## src/rtl/fetch_unit_pkg.sv

```systemverilog
// Shared types and constants for the instruction fetch unit.
package fetch_unit_pkg;

  typedef enum logic [1:0] {
    IDLE  = 2'd0,
    REQ   = 2'd1,
    HOLD  = 2'd2,
    DRAIN = 2'd3
  } fetch_state_e;

  localparam logic [31:0] NOP_INSTR        = 32'h0000_0000;
  localparam logic [31:0] DEFAULT_RESET_PC = 32'h0000_0000;

  function automatic logic [31:0] align_pc(input logic [31:0] pc);
    return {pc[31:2], 2'b00};
  endfunction

endpackage

```

## src/rtl/fetch_unit.sv

```systemverilog
// Instruction fetch stage: one outstanding imem request, a one-entry skid
// buffer behind a stallable IF/ID output slot, and redirect handling.
module fetch_unit
  import fetch_unit_pkg::*;
#(
  parameter logic [31:0] RESET_PC = DEFAULT_RESET_PC
) (
  input  logic         clk_i,
  input  logic         rst_i,
  input  logic         start_i,
  input  logic         stall_i,
  input  logic         redirect_i,
  input  logic [31:0]  redirect_pc_i,
  output logic         imem_req_o,
  output logic [31:0]  imem_addr_o,
  input  logic         imem_ack_i,
  input  logic [31:0]  imem_rdata_i,
  output logic [31:0]  pc_o,
  output logic [31:0]  instr_o,
  output logic         valid_o,
  output fetch_state_e state_o
);

  // imem handshake: a request is raised with its address and both stay
  // stable until imem_ack_i is seen high in a cycle where imem_req_o=1; the
  // data is taken in that same cycle. ack while req=0 is ignored.

  fetch_state_e state_q, state_d;
  logic [31:0]  pc_q, pc_d;
  logic [31:0]  drain_addr_q, drain_addr_d;
  logic [31:0]  out_pc_q, out_pc_d;
  logic [31:0]  out_instr_q, out_instr_d;
  logic         out_valid_q, out_valid_d;
  logic [31:0]  skid_pc_q, skid_pc_d;
  logic [31:0]  skid_instr_q, skid_instr_d;
  logic         slot_free;
  logic [31:0]  pc_plus4;

  assign slot_free = !out_valid_q || !stall_i;
  assign pc_plus4  = pc_q + 32'd4;

  always_ff @(posedge clk_i) begin
    if (rst_i) begin
      state_q      <= IDLE;
      pc_q         <= RESET_PC;
      drain_addr_q <= '0;
      out_pc_q     <= '0;
      out_instr_q  <= NOP_INSTR;
      out_valid_q  <= 1'b0;
      skid_pc_q    <= '0;
      skid_instr_q <= NOP_INSTR;
    end else begin
      state_q      <= state_d;
      pc_q         <= pc_d;
      drain_addr_q <= drain_addr_d;
      out_pc_q     <= out_pc_d;
      out_instr_q  <= out_instr_d;
      out_valid_q  <= out_valid_d;
      skid_pc_q    <= skid_pc_d;
      skid_instr_q <= skid_instr_d;
    end
  end

  always_comb begin
    state_d      = state_q;
    pc_d         = pc_q;
    drain_addr_d = drain_addr_q;
    out_pc_d     = out_pc_q;
    out_instr_d  = out_instr_q;
    out_valid_d  = out_valid_q;
    skid_pc_d    = skid_pc_q;
    skid_instr_d = skid_instr_q;

    if (redirect_i) begin
      pc_d         = align_pc(redirect_pc_i);
      out_pc_d     = '0;
      out_instr_d  = NOP_INSTR;
      out_valid_d  = 1'b0;
      skid_pc_d    = '0;
      skid_instr_d = NOP_INSTR;
      unique case (state_q)
        REQ: begin
          // An un-acked request must still complete at its old address.
          drain_addr_d = pc_q;
          state_d      = imem_ack_i ? REQ : DRAIN;
        end
        HOLD:    state_d = REQ;
        // Leave DRAIN only once the outstanding old request has completed.
        DRAIN:   state_d = imem_ack_i ? REQ : DRAIN;
        default: state_d = IDLE;
      endcase
    end else begin
      unique case (state_q)
        IDLE: begin
          if (start_i) state_d = REQ;
        end
        REQ: begin
          if (imem_ack_i) begin
            pc_d = pc_plus4;
            if (slot_free) begin
              out_pc_d    = pc_q;
              out_instr_d = imem_rdata_i;
              out_valid_d = 1'b1;
            end else begin
              skid_pc_d    = pc_q;
              skid_instr_d = imem_rdata_i;
              state_d      = HOLD;
            end
          end else if (!stall_i) begin
            out_instr_d = NOP_INSTR;
            out_valid_d = 1'b0;
          end
        end
        HOLD: begin
          if (!stall_i) begin
            out_pc_d    = skid_pc_q;
            out_instr_d = skid_instr_q;
            out_valid_d = 1'b1;
            state_d     = REQ;
          end
        end
        DRAIN: begin
          if (imem_ack_i) state_d = REQ;
        end
        default: state_d = IDLE;
      endcase
    end
  end

  assign imem_req_o  = (state_q == REQ) || (state_q == DRAIN);
  assign imem_addr_o = (state_q == DRAIN) ? drain_addr_q : pc_q;
  assign pc_o        = out_pc_q;
  assign instr_o     = out_instr_q;
  assign valid_o     = out_valid_q;
  assign state_o     = state_q;

endmodule
```

## config.mk

```make
export PLATFORM = sky130hd
export DESIGN_NAME = fetch_unit
export DESIGN_NICKNAME = d
export VERILOG_FILES = /design/src/rtl/fetch_unit_pkg.sv /design/src/rtl/fetch_unit.sv
export SDC_FILE = /design/constraint.sdc
export NUM_CORES = 1
export LEC_CHECK = 0
export CAP_MARGIN = 20
export CORE_MARGIN = 2
export CORE_UTILIZATION = 52
export DETAILED_ROUTE_END_ITERATION = 6
export GPL_TIMING_DRIVEN = 1
export HOLD_SLACK_MARGIN = 0.08
export PLACE_DENSITY = 0.8
export SLEW_MARGIN = 20
export SYNTH_ARGS = -nofsm -noshare
export SYNTH_HDL_FRONTEND = slang
export SYNTH_SLANG_ARGS = --single-unit
```

## constraint.sdc

```tcl
create_clock -name clk_i -period 2.4 [get_ports clk_i]
set_clock_uncertainty 0.1 [all_clocks]
set_input_delay 0.48 -clock clk_i [delete_from_list [all_inputs] [get_ports clk_i]]
set_output_delay 0.48 -clock clk_i [all_outputs]
set_load 0.01 [all_outputs]
```

==> results of run 1 <==
-- synth_stat cells, types with 2 or more instances --
cell type  number  area (µm²)
or4_1           8       60.06
nor2b_1         6       37.54
nor3b_1         5       37.54
clkbuf_8        3       41.29
or3_2           2       15.01
and2_1          3       18.77
dfxtp_1       187        3744
a2111oi_0       3       26.28
xnor2_1         6       52.55
or2_2           5       31.28
o31ai_1         6       45.04
a211oi_1        9       67.56
nand2b_1        2       12.51
buf_6           2       22.52
clkbuf_2        3       15.01
buf_4          10       75.07
and3_1          6       37.54
nor4_2          2       25.02
mux2_2         30       337.8
a31oi_1         2       12.51
nand3_1        45       225.2
buf_2          13       65.06
nand2_1       301        1130
xor2_1          3       26.28
nand3_2         2       20.02
buf_1           2       7.510
nor4_1          5       31.28
inv_1           4       15.01
a311oi_1       76       665.6
nor2_1         34       127.6
and4_1          5       43.79
a21oi_1       100       500.5
o21ai_0         9       45.04
or3_1           5       31.28
nor3_1         65       325.3
nand4_1        10       62.56
clkbuf_1       87       326.6
-- flip-flops by register name (all words and copies together) (netlist names) --
name	count
pc_q	30
skid_instr_q	32
drain_addr_q	30
pc_o	30
skid_pc_q	30
state_o	2
valid_o	1
instr_o	32
-- routing by layer --
metal / wire, µm / vias to the layer above / part of all wire (%) / GRT usage [%]
li1: - / 4059 / - / -
met1: 10650 / 3977 / 43 / 37.17
met2: 11790 / 385 / 47 / 45.98
met3: 1947 / 53 / 7.8 / 5.421
met4: 507 / 0 / 2.0 / 10.16
met5: 0 / - / 0 / 0
-- repair_timing --
action / 4_1_cts / 5_1_grt
endpoints found under the setup margin: 30 / 0
hold endpoints to repair: 0 / 0
resized for setup: 35 / 0
-- metrics by stage --
stage / instance area, µm² / hold slack [ps] / util (%)
finish: 11160 / 297.9 / 69.75
global route: 11160 / 326.2 / 69.75
CTS: 11160 / 287.6 / 69.75
detailed placement: 10500 / 345.9 / 65.59
global placement: 10500 / 339.0 / 65.59
floorplan: 8568 / 333.8 / -
-- critical path: stages, from the launching register on --
cell           delay, ps
dfxtp_2              370
nand2_4              130
buf_12               170
mux2_2               350
dlygate4sd2_1        280
-- cells by family after synthesis --
logic type      share of synthesized area [%]
fa+ha+maj                              0.1462
xor+xnor                               0.9212
simple gates                            27.62
buf+inv                                 6.770
compound gates                          16.80
flops                                   43.75
other cells                           0.04382
mux                                     3.948
-- power breakdown --
group | total [mW] | leakage [nW] | internal (mW) | switching, mW
clock network | 3.17 | 0.317 | 1.92 | 1.25
registers | 3.27 | 1.52 | 3.19 | 0.0803
logic | 0.913 | 1.97 | 0.431 | 0.482
-- final timing paths --
kind              cells after the start                      endpoint                         start
hold reg to reg                       2  drain_addr_q[2]$_SDFFE_PP0P_  drain_addr_q[2]$_SDFFE_PP0P_
hold / removal                        2       state_o[1]$_SDFFE_PP0P_                         rst_i
setup / recovery                      4                imem_addr_o[4]       state_o[0]$_SDFFE_PP0P_
setup reg to reg                      4         pc_q[31]$_SDFFE_PP0P_          pc_q[7]$_SDFFE_PP0P_
-- cells in the final DEF (no fill, tap or decap), types with 6 or more instances in the layout --
master / n
buf_12: 11
xnor2_1: 6
nor2_1: 31
o21ai_0: 9
o31ai_1: 6
and3_1: 6
a311oi_1: 76
dfxtp_1: 185
a21oi_1: 99
nor3_1: 65
clkdlybuf4s50_1: 131
dlygate4sd2_1: 30
nand3_1: 44
clkbuf_16: 17
a211oi_1: 9
nand2_1: 300
mux2_2: 30
nand4_1: 10
or4_1: 8
buf_4: 45
-- area by class of cell --
| class | instances | area (µm²) |
|---|---|---|
| Fill cell | 1294 | 4840 |
| Multi-Input combinational cell | 778 | 4290 |
| Sequential cell | 187 | 3746 |
| Timing Repair Buffer | 220 | 2170 |
| Clock buffer | 20 | 456.7 |
| Tap cell | 216 | 270.3 |
| Clock inverter | 12 | 209.0 |
| Inverter | 5 | 18.77 |
==> summary.txt, run 1 <==
Status
  • Status: finished, final reports clean

Worst setup path
  • Setup CP Type: flop to output port
  • Flop-to-flop setup slack: 140 ps
  • CP Launch Type: flop
  • Data arrival, critical path: 1750 ps
  • Critical path fanouts, max: 15
  • Worst Path Required: 1820 ps
  • Crit end category: output port

Clock tree
  • Worst skew pair latency: about 440 ps
  • Num CTS Buffers: 17
  • Clock Pin Slew Worst Setup and Hold Paths: 70 ps
  • Post-CTS Hold Buffers: 0
  • Setup Fix Bufs, Post-CTS: 0
  • CTS root buf: clkbuf_16
  • CTS sink count: between 150 and 200
  • CTS tree: done
  • H-tree Lvls: 4
  • Longest Clk Path Bufs: 2

Pwr
  • Max IR drop VDD: 0.5269 mV
  • Pwr Total: 7.358 mW
  • Pwr/cell area: between 600 and 700 mW/mm²
  • Static leakage: between 3 and 4 nW

Synth
  • Number of synthesized flops with an enable pin: 0
  • Main synth FF type: dfxtp_1
  • Post-Syn Instances: 1088
  • Synth Cell Area: approximately 0.0086 mm²
  • Syn avg cell area: 7.865 µm²
  • Flops & latches, synth: 187
  • Asr flop ratio synth: 0%
  • Sequential-to-total area share from yosys stat: 43.75%
  • Cell variety after synth: 59
  • Ys Warns: 0

Floorplanning
  • Core ar.: ~0.016 mm²
  • Die area: 0.01750 mm²
  • Die Height: about 130 µm
  • Row count: 46
  • Initial Util: between 50% and 60%
  • Die X: 132.3 µm
  • Io pins: 170

Global routing
  • Total GRT Usage: 28.13%
  • Grt ovf: 0
  • Initial antenna violation count: 0
  • Largest net degree at the start of global routing: 66
  • Vias in the first global route: slightly below 8000
  • First-pass GRT wire length: 40180 µm

Place
  • Post-Place Setup Slack: -16.18 ps
  • Post-DP HPWL: between 15000 and 20000 µm
  • Port bufs: 163
  • Placed cells: 1405
  • RePlAce Congestion: approximately 0.88

Detailed routing
  • Total Wirelength: 24900 µm
  • DRT antenna net count: 0
  • Via Count: 8474
  • Initial drt markers: 784
  • First-pass DRT Iterations: 5
  • Avg WL per Cell: approximately 17 µm
  • Post-DR vias/cell: a little under 6
  • Post-route DRC: 0

Cells and area
  • Area delta synth->final: 30.43%
  • Ant diodes: 0
  • Layout cells sized above 1: 12.19%
  • Fin nets: 1280
  • Count of non-filler cells in the finished layout: between 1000 and 1500

STA
  • Slew Limit Fails: 0
  • Final worst slack: 73.69 ps
  • RSZ-0062 raised after global routing: false
  • Final Cycle Share: a little over nine tenths
  • Final setup violation count: 0
  • Setup_tns: 0 ps
  • FMAX: 429.9 MHz
  • Final min period: 2326 ps
  • Worst Tran Pin Value: around 670 ps
  • Final hold vios: 0
  • Slew headroom: 55.55%

Min path
  • Min-Delay Path Class: primary input to flop

Run
  • Number of max-cap violations: 0
(Power assumes the default switching activity.)
==> run 2, diff against run 1 <==
CAP_MARGIN = 5   (was 20)
==> results of run 2 <==
Same layout as run 1: the final DEF is identical, and so are final timing and power.
==> run 3, diff against run 2 <==
CORE_ASPECT_RATIO = 1.1   (was not set)
==> run 3 against run 2 <==
- count of clock-buffer cells in the layout down 2
- register-to-register slack gained 50 ps
- wire length fell by 0.57%
- combinational power rose by 2.6%
- global-route usage fell by 0.41 points
- largest cell class unchanged
- die area about the same
- clock power up 2%
- largest power group unchanged
- highest routed layer unchanged
- sequential cell count is the same
- critical path depth unchanged
- cell area increased by 1.8%
- fmax shrank 0.16%
==> summary.txt, run 3 (synthesis results as in run 1) <==
Status
  • Status: finished, final reports clean

Clock tree
  • Worst skew pair latency: 440 ps
  • Setup Fix Bufs, Post-CTS: 0
  • Clock Pin Slew Worst Setup and Hold Paths: 70 ps
  • CTS root buf: clkbuf_16
  • Num CTS Buffers: 17
  • CTS sink count: 187
  • CTS tree: done
  • Post-CTS Hold Buffers: 0
  • H-tree Lvls: 4
  • Longest Clk Path Bufs: 2

Floorplanning
  • Row count: 49
  • Io pins: 170
  • Die X: 126.3 µm
  • Initial Util: between 50% and 60%
  • Die area: about 0.017 mm²
  • Core ar.: between 0.015 and 0.02 mm²
  • Die Height: ~140 µm

Cells and area
  • Fin area: 0.01136 mm²
  • Area delta synth->final: 32.81%
  • Most common cell after layout, fill and taps aside: nand2_1
  • Layout cells sized above 1: 13.10%
  • Register area: 0.003744 mm²
  • Core Util, Final: 69.95%
  • Count of non-filler cells in the finished layout: 1441
  • Ant diodes: 0
  • Fin nets: 1295
  • Most frequent cells in the layout: nand2_1 (300), dfxtp_1 (187), clkdlybuf4s50_1 (132), a21oi_1 (99), a311oi_1 (76)
  • Area taken by multi-input logic gates: around 0.0043 mm²
  • Fill cells: 1267

Detailed routing
  • Met2 WL: 11930 µm
  • First-pass DRT Iterations: 5
  • DRT antenna net count: 0
  • Via Count: around 8600
  • Total Wirelength: 24760 µm
  • Initial drt markers: roughly 730
  • M1 wire length: 10430 µm
  • Post-DR vias/cell: 5.944
  • Post-route DRC: 0
  • Top routing layer used: met4
  • Avg WL per Cell: between 15 and 20 µm
  • DR WL met3: approximately 1800 µm

Pwr
  • Static leakage: slightly below 4 nW
  • Pwr/cell area: 656.3 mW/mm²
  • Switch share: 24.43%
  • Pint: ~5.6 mW
  • Clock share of power: 43.5%
  • Comb pwr share: 12.6%
  • Flop pwr share: 43.9%
  • Sw Pwr: 1.822 mW
  • Max IR drop VDD: 0.4863 mV

STA
  • Final Cycle Share: 97.09%
  • Final min period: around 2300 ps
  • Final setup violation count: 0
  • RSZ-0062 raised after global routing: false
  • Slew Limit Fails: 0
  • Final worst slack: roughly 70 ps
  • FMAX: 429.2 MHz
  • Final hold vios: 0

Global routing
  • Total GRT Usage: around 28%
  • First-pass GRT wire length: 39910 µm
  • Initial antenna violation count: 0
  • Grt ovf: 0
  • Largest net degree at the start of global routing: 64
  • Vias in the first global route: 7990

Worst setup path
  • Data arrival, critical path: 1750 ps
  • Setup CP Type: flop to output port
  • Worst Path Required: 1820 ps
  • CP Launch Type: flop
  • Crit end category: output port
  • R2R depth: 4
  • Critical path fanouts, max: 15

Place
  • Post-DP HPWL: around 16000 µm
  • Port bufs: between 150 and 200
  • RePlAce Congestion: 0.8721
  • Post-Place Setup Slack: -342.6 ps
  • Placed standard-cell area: 0.01069 mm²
  • Placed cells: 1408

Run
  • Number of max-cap violations: 0

Min path
  • Min-Delay Path Class: flop to flop
  • Hold Crit Depth: 2
[run 3: cell types whose count changed in the layout (fill, tap and decap cells not counted), moves of 2 or more]
cell	previous run	this run
buf_4	45	53
buf_12	11	18
dfxtp_2	2	0
dfxtp_1	185	187
[run 3: worst paths after layout]
check,from,end,slack [ps]
min,drain_addr_q[3]$_SDFFE_PP0P_,drain_addr_q[3]$_SDFFE_PP0P_,350
max reg2reg,pc_q[19]$_SDFFE_PP0P_,pc_q[31]$_SDFFE_PP0P_,190
max,state_o[0]$_SDFFE_PP0P_,imem_addr_o[22],70
min reg2reg,drain_addr_q[3]$_SDFFE_PP0P_,drain_addr_q[3]$_SDFFE_PP0P_,350
[run 3: layer usage]
layer,GRT usage (%),vias up
met5,0,-
met4,10.47,0
met3,4.977,47
met2,44.79,404
met1,37.10,4038
li1,-,4077
[run 3: layout make-up]
class | instances | share of cell area [%]
clock buffers | 18 | 3.864
clock inverters | 14 | 2.125
inverters | 5 | 0.1651
multi-input cells | 778 | 37.76
flip-flops and latches | 187 | 32.94
well taps | 204 | 2.246
repair buffers | 235 | 20.90
[run 3: worst max-delay path: stages, from the launching register on]
cell,delay (ps)
dfxtp_1,370
nand2_4,140
buf_12,170
mux2_2,350
dlygate4sd2_1,280
[run 3: power by group through the flow]
stage	clock network, mW	registers [mW]	logic (mW)
3_5_place_dp	0	3.34	0.951
5_1_grt	3.41	3.29	1.01
6_report	3.24	3.28	0.937
2_1_floorplan	0	3.32	0.488
4_1_cts	3.26	3.27	0.933
3_3_place_gp	0	3.34	0.938
[run 3: repair_timing]
action / CTS / global route
gates cloned: 1 / 0
pin swaps: 0 / 0
resized for setup: 32 / 2
setup endpoints to repair: 30 / 2
[run 3: stage by stage]
stage / TNS, ps / hold WS [ps] / power [mW]
floorplan: 0 / 333.8 / 3.813
global placement: -4070 / 338.4 / 4.277
detailed placement: -5721 / 346.5 / 4.294
CTS: 0 / 356.2 / 7.464
global route: 0 / 370.6 / 7.703
finish: 0 / 354.0 / 7.458
